**src/rtl/vlsu_mem_arb.sv**
```systemverilog
// -----------------------------------------------------------------------------
// vlsu_mem_arb
//
// Arbitrates two vector memory clients onto one shared X-IF memory request
// port, and routes X-IF memory results back to the client that issued the
// matching transaction ID.
//
//   requester 0 : vector load/store unit
//   requester 1 : secondary vector memory client
//
// Ports
//   clk_i                  single clock, all state on the rising edge
//   rst_ni                 synchronous active-low reset
//   req_valid_i[1:0]       per-requester request valid
//   req_ready_o[1:0]       per-requester request accepted
//   req_i[1:0]             per-requester request payload
//   req_lock_i[1:0]        per-requester burst lock (VLSU_ARB_LOCK_EN only)
//   xif_mem_valid_o        shared X-IF request valid
//   xif_mem_ready_i        shared X-IF request ready
//   xif_mem_req_o          shared X-IF request payload
//   xif_mem_result_valid_i shared X-IF result valid
//   xif_mem_result_i       shared X-IF result payload
//   res_valid_o[1:0]       routed result valid, one bit per requester
//   res_o[1:0]             result payload, forwarded to both requesters
//   err_orphan_o           pulse: result for an ID with no outstanding entry
//   dbg_state_o            current arbiter FSM state (debug/observability)
//
// Handshake semantics: a transfer happens on a rising edge where valid and
// ready are both high. A granted requester keeps the grant while
// xif_mem_valid_o is high and xif_mem_ready_i is low, so the X-IF payload is
// stable until accepted. Ready may depend combinationally on valid.
//
// Configuration
//   VLSU_ARB_LOCK_EN  when defined, adds req_lock_i. A handshake with the
//                     lock bit set keeps the grant on that requester until a
//                     handshake with the lock bit clear (burst without
//                     interleave). Undefined: plain per-beat round robin.
//
// The ID width of the payload structs is fixed in vlsu_mem_arb_pkg; the
// X_ID_WIDTH parameter must match it.
// -----------------------------------------------------------------------------

package vlsu_mem_arb_pkg;

    localparam int unsigned XID_W = 4;

    typedef struct packed {
        logic [XID_W-1:0] id;
        logic [31:0]      addr;
        logic [1:0]       mode;
        logic             we;
        logic [3:0]       be;
        logic [31:0]      wdata;
    } x_mem_req_t;

    typedef struct packed {
        logic [XID_W-1:0] id;
        logic [31:0]      rdata;
        logic             err;
    } x_mem_result_t;

    typedef enum logic [1:0] {
        ST_ARB   = 2'd0,
        ST_HOLD0 = 2'd1,
        ST_HOLD1 = 2'd2
    } arb_state_e;

endpackage

module vlsu_mem_arb
    import vlsu_mem_arb_pkg::*;
#(
    parameter int unsigned X_ID_WIDTH = vlsu_mem_arb_pkg::XID_W,
    parameter int unsigned NUM_REQ    = 2
) (
    input  logic                              clk_i,
    input  logic                              rst_ni,

    input  logic          [NUM_REQ-1:0]       req_valid_i,
    output logic          [NUM_REQ-1:0]       req_ready_o,
    input  x_mem_req_t    [NUM_REQ-1:0]       req_i,
`ifdef VLSU_ARB_LOCK_EN
    input  logic          [NUM_REQ-1:0]       req_lock_i,
`endif

    output logic                              xif_mem_valid_o,
    input  logic                              xif_mem_ready_i,
    output x_mem_req_t                        xif_mem_req_o,

    input  logic                              xif_mem_result_valid_i,
    input  x_mem_result_t                     xif_mem_result_i,

    output logic          [NUM_REQ-1:0]       res_valid_o,
    output x_mem_result_t [NUM_REQ-1:0]       res_o,
    output logic                              err_orphan_o,

    output logic          [1:0]               dbg_state_o
);

    localparam int unsigned DEPTH = 2 ** X_ID_WIDTH;

    // -------------------------------------------------------------------------
    // State
    // -------------------------------------------------------------------------
    arb_state_e       state_q, state_d;
    logic             rr_q, rr_d;                   // round-robin pointer
    logic [DEPTH-1:0] owner_valid_q, owner_valid_d; // ID outstanding
    logic [DEPTH-1:0] owner_who_q, owner_who_d;     // requester that owns ID

    // -------------------------------------------------------------------------
    // Burst lock
    // -------------------------------------------------------------------------
    logic [NUM_REQ-1:0] lock;

`ifdef VLSU_ARB_LOCK_EN
    assign lock = req_lock_i;
`else
    assign lock = '0;
`endif

    // -------------------------------------------------------------------------
    // Eligibility: a request whose ID is still outstanding is held back so
    // that a result can always be routed unambiguously by ID.
    // -------------------------------------------------------------------------
    logic [NUM_REQ-1:0] elig;

    always_comb begin
        elig = '0;
        for (int i = 0; i < NUM_REQ; i++) begin
            elig[i] = req_valid_i[i] && !owner_valid_q[req_i[i].id];
        end
    end

    // -------------------------------------------------------------------------
    // Grant and next state
    // -------------------------------------------------------------------------
    logic gnt_valid;
    logic gnt_idx;
    logic hs;

    always_comb begin
        gnt_valid = 1'b0;
        gnt_idx   = 1'b0;

        // Outputs are forced idle while reset is asserted.
        if (rst_ni) begin
            unique case (state_q)
                ST_ARB: begin
                    if (elig[0] && elig[1]) begin
                        gnt_valid = 1'b1;
                        gnt_idx   = rr_q;
                    end else if (elig[0]) begin
                        gnt_valid = 1'b1;
                        gnt_idx   = 1'b0;
                    end else if (elig[1]) begin
                        gnt_valid = 1'b1;
                        gnt_idx   = 1'b1;
                    end
                end
                // While holding, the other requester is ignored entirely.
                // A hazard on the held requester (possible between locked
                // beats) simply stalls it without giving up the grant.
                ST_HOLD0: begin
                    if (elig[0]) begin
                        gnt_valid = 1'b1;
                        gnt_idx   = 1'b0;
                    end
                end
                ST_HOLD1: begin
                    if (elig[1]) begin
                        gnt_valid = 1'b1;
                        gnt_idx   = 1'b1;
                    end
                end
                default: begin
                    gnt_valid = 1'b0;
                end
            endcase
        end
    end

    assign hs = gnt_valid && xif_mem_ready_i;

    always_comb begin
        state_d = state_q;
        rr_d    = rr_q;

        unique case (state_q)
            ST_ARB: begin
                // Hold when the beat stalls, or when it is accepted but the
                // requester wants the grant for its next beat as well.
                if (gnt_valid && (!xif_mem_ready_i || lock[gnt_idx])) begin
                    state_d = gnt_idx ? ST_HOLD1 : ST_HOLD0;
                end
            end
            ST_HOLD0: begin
                // Dropping valid while held is tolerated: just release.
                if (!req_valid_i[0]) begin
                    state_d = ST_ARB;
                end else if (hs && !lock[0]) begin
                    state_d = ST_ARB;
                end
            end
            ST_HOLD1: begin
                if (!req_valid_i[1]) begin
                    state_d = ST_ARB;
                end else if (hs && !lock[1]) begin
                    state_d = ST_ARB;
                end
            end
            default: begin
                state_d = ST_ARB;
            end
        endcase

        // Pointer moves only when the requester gives up the port, so a
        // locked burst counts as a single turn.
        if (hs && !lock[gnt_idx]) begin
            rr_d = ~gnt_idx;
        end
    end

    // -------------------------------------------------------------------------
    // Request port outputs
    // -------------------------------------------------------------------------
    always_comb begin
        xif_mem_valid_o = gnt_valid;
        xif_mem_req_o   = '0;
        req_ready_o     = '0;
        if (gnt_valid) begin
            xif_mem_req_o        = req_i[gnt_idx];
            req_ready_o[gnt_idx] = xif_mem_ready_i;
        end
    end

    // -------------------------------------------------------------------------
    // Result routing and owner table update
    // -------------------------------------------------------------------------
    logic [X_ID_WIDTH-1:0] res_id;
    logic                  res_hit;
    logic                  res_orphan;

    assign res_id     = xif_mem_result_i.id;
    assign res_hit    = rst_ni && xif_mem_result_valid_i &&  owner_valid_q[res_id];
    assign res_orphan = rst_ni && xif_mem_result_valid_i && !owner_valid_q[res_id];

    always_comb begin
        res_valid_o  = '0;
        err_orphan_o = res_orphan;
        for (int i = 0; i < NUM_REQ; i++) begin
            res_o[i] = xif_mem_result_i;
        end
        if (res_hit) begin
            res_valid_o[owner_who_q[res_id]] = 1'b1;
        end
    end

    always_comb begin
        owner_valid_d = owner_valid_q;
        owner_who_d   = owner_who_q;

        if (res_hit) begin
            owner_valid_d[res_id] = 1'b0;
        end

        // Applied after the clear: a new issue of the same ID in the same
        // cycle must leave the entry valid with the new owner.
        if (hs) begin
            owner_valid_d[req_i[gnt_idx].id] = 1'b1;
            owner_who_d[req_i[gnt_idx].id]   = gnt_idx;
        end
    end

    // -------------------------------------------------------------------------
    // Registers
    // -------------------------------------------------------------------------
    always_ff @(posedge clk_i) begin
        if (!rst_ni) begin
            state_q       <= ST_ARB;
            rr_q          <= 1'b0;
            owner_valid_q <= '0;
            owner_who_q   <= '0;
        end else begin
            state_q       <= state_d;
            rr_q          <= rr_d;
            owner_valid_q <= owner_valid_d;
            owner_who_q   <= owner_who_d;
        end
    end

    assign dbg_state_o = state_q;

endmodule

```
**config.mk**
```make
export PLATFORM = sky130hd
export DESIGN_NAME = vlsu_mem_arb
export DESIGN_NICKNAME = d
export VERILOG_FILES = /design/src/rtl/vlsu_mem_arb.sv
export SDC_FILE = /design/constraint.sdc
export NUM_CORES = 1
export LEC_CHECK = 0
export ABC_AREA = 1
export BUFFER_PORTS_ARGS = -buffer_cell sky130_fd_sc_hd__buf_4
export CORE_AREA = 3 3 134 136
export CTS_CLUSTER_SIZE = 30
export DETAILED_ROUTE_END_ITERATION = 7
export DIE_AREA = 0 0 137 139
export PLACE_DENSITY_LB_ADDON = 0.2
export SETUP_SLACK_MARGIN = 0.4
export SYNTH_ARGS = -nofsm -noshare
export SYNTH_HDL_FRONTEND = slang
export SYNTH_SLANG_ARGS = --single-unit
```
**constraint.sdc**
```tcl
create_clock -name clk_i -period 2.88 [get_ports clk_i]
set_clock_uncertainty 0.05 [all_clocks]
set_input_delay 0.432 -clock clk_i [delete_from_list [all_inputs] [get_ports clk_i]]
set_output_delay 0.432 -clock clk_i [all_outputs]
set_load 0.01 [all_outputs]
```
==> impl_metrics.ini <==
[synthesis]
synth_seq_area_share_pct = 18.2
synth_largest_area_cell = nor2_1
yosys_warnings = 0
ys_top_cells_by_count = 198 x nor2_1, 108 x nand2_1, 101 x o21ai_0, 77 x buf_4, 49 x inv_1
synth.distinct_cells = 26
synth_seq_cells = 35
yosysTopAreaCellShare_pct = 19.3
synth_edf_count = 0
syn-cell-area_mm2 = 0.00386
synth_async_sr_flop_share_pct = 0
syn_nets = 893
yosysMostFrequentCell = nor2_1
synth_top_cells_by_area = nor2_1 19%, dfxtp_1 18%, buf_4 15%, o21ai_0 13%, nand2_1 11%
synth_ff_type = dfxtp_1
syn_area_per_cell_um2 = 5.51
synth_cells = 700

[worst_setup_path]
ff2ff_setup_slack_ps = 650
r2r_end = owner_who_q[13]
reg2regPathDepth = 12
worst_setup_path_start_kind = register
worstSetupPathType = register to output port
endpoint_kind = output port
cp.required_ps = 2400
path_max_fanout = 7
worstReg2RegStart = owner_valid_q[4]
arrival_ps = 2060

[timing]
max-slew-margin-rel_pct = 73.3
fin_ws_ps = 334
slew_viol_final = 0
whs_ps = 417
rsz0062_at_grt = yes
period_share_pct = 88.4
timing.fmax_ghz = 0.393
worst-slew-pin-transition_ps = 400
fin_setup_tns_ps = 0
fin_crit_ps = 2550
finalHoldViolCount = 0
setup_viol = 0

[floorplan]
die_area_mm2 = 0.0190
core.rowCount = 48
fp.dieW_um = 137
core-area_mm2 = 0.0171
start_util_pct = 22.6
die_y_um = 139
io_pins = 350

[cells_and_area]
final_area_mm2 = 0.00665
syn_to_final_growth_pct = 72.5
num_antenna_cells = 0
fillers = 1843
drive_gt1_share_pct = 45.8
fin_nets = 1101

[min_path]
holdPathStages = 2
hp-start = rr_q
hold_path.class = register to register
hold_end = rr_q

[drt]
num_vias = 5161
ant_nets = 0
drc = 0
drt-pass1-iter-count = 5
totalWireLength_um = 20900
drt_iter0_drc = 284
viasPerCell = 4.55
wire_per_inst_um = 18.5

[placement]
gp_congestion = 0.851
dpl.hpwl_um = 15500
numPortBuffers = 250
place_area_mm2 = 0.00555
post-place-ws_ps = 109

[clocking]
postCtsHoldBufs = 0
cts-root-buf = clkbuf_16
cts.path.max_buffers = 2
htree_levels = 2
clk_pin_slew_ps = 60
clock_sinks = 35
cts_buffers = 5
tritoncts = built
clk_latency_ps = 280

[global_routing]
grt_pass1_wl_um = 28700
grt_antenna_before_repair = 0
grt_usage_pct = 19.4
grt_max_degree = 37
grt_overflow = 0
grt_pass1_vias = 4735

[power_and_ir_drop]
power_per_cell_area_mw_per_mm2 = 323
ir_drop_mv = 0.295
finalPower_mw = 2.15
p_leak_nw = 3.18

[run]
drv_cap = 0

[outcome]
outcome = finished clean
==> worst max-delay path: stages (launching register included) <==
cell and delay, ps:
dfxtp_2 330, inv_2 50, nand2_1 50, o211ai_1 80, nand3_1 120, nand2_1 70
nor2_2 150, nor2_4 60, nand2_4 150, clkinv_8 130, buf_12 160, clkbuf_16 160
nor2_2 90, nor2_1 50, buf_4 130
==> metrics by stage <==
| stage | std cells | utilization (%) |
|---|---|---|
| floorplan | 700 | - |
| global placement | 1091 | 32.5 |
| detailed placement | 1091 | 32.5 |
| CTS | 1112 | 35.6 |
| global route | 1134 | 39.0 |
| finish | 1134 | 39.0 |
==> power breakdown <==
group / switching (mW) / internal [mW] / total, mW
clock network: 0.201 / 0.368 / 0.569
registers: 0.00602 / 0.493 / 0.499
logic: 0.531 / 0.548 / 1.08
==> worst max path at each step <==
stage,from,to,cells after the start
3_3_place_gp,req_i[72],xif_mem_req_o[57],13
6_report,owner_valid_q[3],xif_mem_req_o[19],14
5_1_grt,owner_valid_q[10],xif_mem_req_o[19],14
3_5_place_dp,req_i[71],xif_mem_req_o[57],13
2_1_floorplan,req_i[71],xif_mem_req_o[28],11
4_1_cts,owner_valid_q[12],xif_mem_req_o[57],12
==> area by class of cell <==
class                      instances  area [um2]  area share [%]
timing repair buffer             309        2760            41.5
multi-input combinational        507        2530            38.1
sequential                        35         708            10.6
tap                              225         282            4.23
inverter                          50         213            3.20
clock buffer                       8         156            2.35
==> flip-flops by register name (all words and copies together), names as in the netlist <==
register and flops:
rr_q 1, owner_who_q 16, dbg_state_o 2, owner_valid_q 16
==> layer usage <==
layer  up-vias  GRT usage (%)  share of wire, %
li1       2594              -                 -
met1      2310           24.7                41
met2       219           32.2                48
met3        38           4.75               9.0
met4         0           5.88               2.7
met5         -              0                 0
==> cells in the final DEF, fill, tap and decap left out <==
cell / n
clkinv_8: 1
clkbuf_16: 12
buf_8: 2
o22ai_1: 4
nand4_1: 3
inv_4: 2
nand2_1: 105
nand3_2: 3
clkbuf_1: 1
o21ai_1: 27
buf_4: 276
buf_12: 10
o221ai_1: 1
dfxtp_2: 6
nand2_4: 2
a21oi_1: 23
nand3_1: 43
o21ai_0: 49
o211ai_1: 6
nand4_4: 1
buf_16: 5
o31ai_1: 3
a22oi_1: 1
bufbuf_16: 2
o21ai_4: 2
nor3_1: 1
buf_6: 7
nor2_4: 15
nand2_2: 2
a21boi_0: 1
inv_1: 34
dfxtp_1: 29
o21ai_2: 25
clkinvlp_4: 2
nor2_2: 28
inv_2: 11
nor2_1: 162
clkbuf_8: 2
==> logic make-up (layout without fill, tap and decap cells) <==
family                 count (synthesis)  after routing  synth area share [%]
buffers and inverters                158            367                  23.6
AOI/OAI and AO/OA                    142            142                  19.8
and+or+nand+nor                      365            365                  38.5
DFF                                   35             35                  18.2
==> timing repair <==
item                       in CTS  in global routing
pin swaps                      11                 26
setup endpoints to repair      76                 78
gates resized for setup        61                122
setup buffers                   7                 13
gates cloned                    6                  9
Power figures use the tool's default switching activity.
